[config.mk]
export PLATFORM = sky130hd
export DESIGN_NAME = down_counter
export DESIGN_NICKNAME = d
export VERILOG_FILES = /design/src/rtl/down_counter.sv
export SDC_FILE = /design/constraint.sdc
export NUM_CORES = 1
export LEC_CHECK = 0
export CORE_AREA = 2 2 42 44
export CTS_BUF_LIST = sky130_fd_sc_hd__clkbuf_16
export CTS_CLUSTER_SIZE = 20
export DETAILED_ROUTE_END_ITERATION = 12
export DIE_AREA = 0 0 44 46
export PLACE_DENSITY_LB_ADDON = 0.3
export SLEW_MARGIN = 20
export SYNTH_ARGS = -nofsm -noshare
export SYNTH_HDL_FRONTEND = slang
export SYNTH_SLANG_ARGS = --single-unit
[constraint.sdc]
create_clock -name CLK -period 1.5 [get_ports CLK]
set_input_delay 0.3 -clock CLK [delete_from_list [all_inputs] [get_ports CLK]]
set_output_delay 0.3 -clock CLK [all_outputs]
set_load 0.02 [all_outputs]
[src/rtl/down_counter.sv]
// Loadable down-counting timer: valid/ready load, prescaled ticks on EN,
// one-cycle TC pulse on expiry with optional auto-reload of the last load.
module down_counter #(
  parameter int unsigned WIDTH    = 4,
  parameter int unsigned PRESCALE = 1
) (
  input  logic             CLK,
  input  logic             RES,
  input  logic             LOAD_VALID,
  output logic             LOAD_READY,
  input  logic [WIDTH-1:0] LOAD_DATA,
  input  logic             EN,
  input  logic             AUTO_RELOAD,
  output logic [WIDTH-1:0] Q,
  output logic             TC,
  output logic             BUSY
);

  localparam int unsigned PW = (PRESCALE > 1) ? $clog2(PRESCALE) : 1;

  typedef enum logic {
    ST_IDLE = 1'b0,
    ST_RUN  = 1'b1
  } state_e;

  state_e           state_q, state_d;
  logic [WIDTH-1:0] q_q, q_d;
  logic [WIDTH-1:0] reload_q, reload_d;
  logic [PW-1:0]    presc_q, presc_d;
  logic             tc_q, tc_d;
  logic             tick_c;

  // State and datapath registers; reset aborts any run without a TC.
  always_ff @(posedge CLK or negedge RES) begin
    if (!RES) begin
      state_q  <= ST_IDLE;
      q_q      <= '0;
      reload_q <= '0;
      presc_q  <= '0;
      tc_q     <= 1'b0;
    end else begin
      state_q  <= state_d;
      q_q      <= q_d;
      reload_q <= reload_d;
      presc_q  <= presc_d;
      tc_q     <= tc_d;
    end
  end

  assign tick_c = (state_q == ST_RUN) && EN && (presc_q == PW'(PRESCALE - 1));

  // Next-state: load in IDLE, prescaled countdown in RUN.
  always_comb begin
    state_d  = state_q;
    q_d      = q_q;
    reload_d = reload_q;
    presc_d  = presc_q;
    tc_d     = 1'b0;

    case (state_q)
      ST_IDLE: begin
        if (LOAD_VALID) begin
          q_d      = LOAD_DATA;
          reload_d = LOAD_DATA;
          presc_d  = '0;
          if (LOAD_DATA != '0) begin
            state_d = ST_RUN;
          end else begin
            tc_d = 1'b1;
          end
        end
      end
      ST_RUN: begin
        if (EN) begin
          presc_d = tick_c ? '0 : PW'(presc_q + PW'(1));
        end
        if (tick_c) begin
          if (q_q > WIDTH'(1)) begin
            q_d = WIDTH'(q_q - WIDTH'(1));
          end else if (AUTO_RELOAD) begin
            // Prescaler keeps wrapping across a reload.
            q_d  = reload_q;
            tc_d = 1'b1;
          end else begin
            q_d     = '0;
            tc_d    = 1'b1;
            state_d = ST_IDLE;
          end
        end
      end
      default: state_d = ST_IDLE;
    endcase
  end

  assign Q          = q_q;
  assign TC         = tc_q;
  assign BUSY       = (state_q == ST_RUN);
  assign LOAD_READY = (state_q == ST_IDLE);

endmodule

==> metrics <==
status=finished clean; setup violators final=0; fraction of registers with async set/reset=1.00; P&R area growth vs syn=65.6%; area share of the largest cell type after synthesis=0.451; met3 Use GR=0.0556; CTS Buf Count=3; initial antenna violation count=0; die area=2020 um^2; top cells by area, synth=dfrtp_1 (45%), nand2_1 (4.9%), inv_1 (4.3%), ha_1 (4.1%), mux2_2 (3.7%); Seq/Total Area, Yosys=0.451; cts hold-fix bufs=0; dpl hpwl=between 1 and 1.5 mm; Post-Syn Nets=75; CP Data Required Time=1.67 ns; flops & latches, synth=11; fin crit share=0.991; WL final=1.44 mm; Max clock buf depth=2; I/O Buffers=15; first-pass GRT wire length=2.41 mm; Non-Filler Instances=approximately 110; worst reg2reg path startpoint=Q[1]; Synth Cell Area=611 um^2; Clock transition at path regs=0.04 ns; Rows=15; Peak VDD IR=936 uV; DRT Pass-1 Iters=4; RSZ-0062 raised after global routing=true; wire per inst=12.9 um; M2 GR Usage=0.288; share of layout cells above drive strength 1=0.358; most common cell in the netlist=dfrtp_1; TritonCTS Sinks=11; final hold viol count=0; Crit Path Class=reg -> reg; worst relative slew slack=0.649; Synth area leader=dfrtp_1; max frequency=0.673 GHz; largest net degree at the start of global routing=12; r2r setup slk=0.01 ns; Tightest Hold Check Type=in -> async; Syn Inst Count=64; busiest grt layer=met2; critical path data arrival time=roughly 1.7 ns; nets@finish=107; drt via density=roughly 5.3; Pleak=~0.00046 uW; Crit Path Max Fanout=3; Antenna Nets Post-Route=0; # DRC=0; Synth top cells by count=dfrtp_1 (11), nand2_1 (8), inv_1 (7); Max-Cap Viols=0; I/O Pins=16; vias=588; die height=46 um; pwr dens=2140 nW/um^2; crit path capture type=register; setup_tns=0 ns; Starting Density=0.378; clk_lat worst skew=about 0.24 ns; Core Footprint=1610 um^2; RR Endpoint=Q[0]; Most used DFF post-synth=dfrtp_1; antenna cell count=0; vias in the first global route=565; htree depth=1; Setup Skew=0.00105 ns; gpl congestion=0.830; reg2reg path depth=6; M1 GR Usage=0.197; clk root buf=clkbuf_16; Post-synth EDFFs=0; worst-margin pin slew=0.525 ns; grt total ovfl=0; min cycle time layout=1.49 ns; die span in x=44 um; Syn. warnings=0; DR iter-0 viols=16; Netlist cell types=28; CTS tree=yes; GR Util All Layers=0.170; crit start category=register; post-synthesis area per instance=9.54 um^2; Pins Over Slew Limit=0; Inst Count DP=107
layout make-up:
| type | count | area [um^2] |
|---|---|---|
| multi-input cells | 42 | 348 |
| clock buffers | 3 | 75.1 |
| clock inverters | 1 | 3.75 |
| repair buffers | 29 | 248 |
| flip-flops and latches | 11 | 279 |
| fillers | 144 | 603 |
| well taps | 17 | 21.3 |
| inverters | 9 | 36.3 |
where the power goes:
part           internal, uW  switching [uW]
Combinational           589             531
Sequential              432             132
Clock                   350             132
layer usage:
layer	vias to the layer above	share of wire	wire, um
met5	-	0	0
met3	5	0.055	79
li1	295	-	-
met2	17	0.49	705
met4	0	0.017	25
met1	271	0.44	631
cells in the final DEF, fill, tap and decap left out, types with 2 or more instances in the layout:
cell,synthesis,layout
inv_1,7,6
mux2_2,2,2
o21ai_0,3,3
a311oi_1,2,2
nand2_1,8,8
buf_4,0,14
clkinv_1,2,2
o221ai_2,0,2
dfrtp_1,11,8
a22o_1,2,2
dlygate4sd2_1,0,6
clkdlybuf4s50_1,0,9
clkbuf_16,0,3
nor2_1,4,3
ha_4,0,2
dfrtp_2,0,3
stage by stage:
stage	utilization	hold slack, ns	cell area, um^2	total power [uW]	setup WS (ns)
global placement	0.567	0.489	915	1650	-0.167
finish	0.626	0.413	1010	2170	0.0133
floorplan	-	0.00441	653	1230	0.0000496
global route	0.626	0.469	1010	2310	-0.0412
CTS	0.621	0.427	1000	2170	0.00667
detailed placement	0.567	0.496	915	1680	-0.203
flip-flops by register name, summed over array words and instances, names as in the netlist:
register / cells
Q: 4
reload_q: 4
BUSY: 1
TC: 1
presc_q: 1
what timing repair did:
| action | CTS | global route |
|---|---|---|
| pin swaps | 0 | 1 |
| setup buffers | 1 | 0 |
| setup endpoints to repair | 8 | 3 |
| resized for setup | 8 | 3 |
| cloned | 0 | 0 |
how the worst max path moves through the flow:
stage           startpoint   end  slack, ns  cells after the start
6_report              Q[1]  Q[0]       0.01                      6
5_1_grt               Q[1]  Q[0]      -0.04                      6
4_1_cts               Q[0]  Q[0]      0.007                      6
3_5_place_dp   AUTO_RELOAD  Q[0]      -0.20                      5
3_3_place_gp   AUTO_RELOAD  Q[1]      -0.17                      5
2_1_floorplan         Q[1]  Q[0]    0.00005                      6
kinds of logic after synthesis:
kind of cell,Yosys count,share of synthesized area
adders and majority gates,2,0.0410
AOI/OAI and AO/OA,17,0.209
and+or+nand+nor,21,0.195
DFF,11,0.451
buffers and inverters,11,0.0676
muxes,2,0.0369
worst max-delay path, stage by stage (launching register included):
cell and delay [ns]:
dfrtp_2 0.43, inv_4 0.08, ha_4 0.13, nor2_2 0.05
or4_4 0.43, o221ai_2 0.14, a22o_1 0.15
Note: power is estimated with default switching activity, not from simulation.
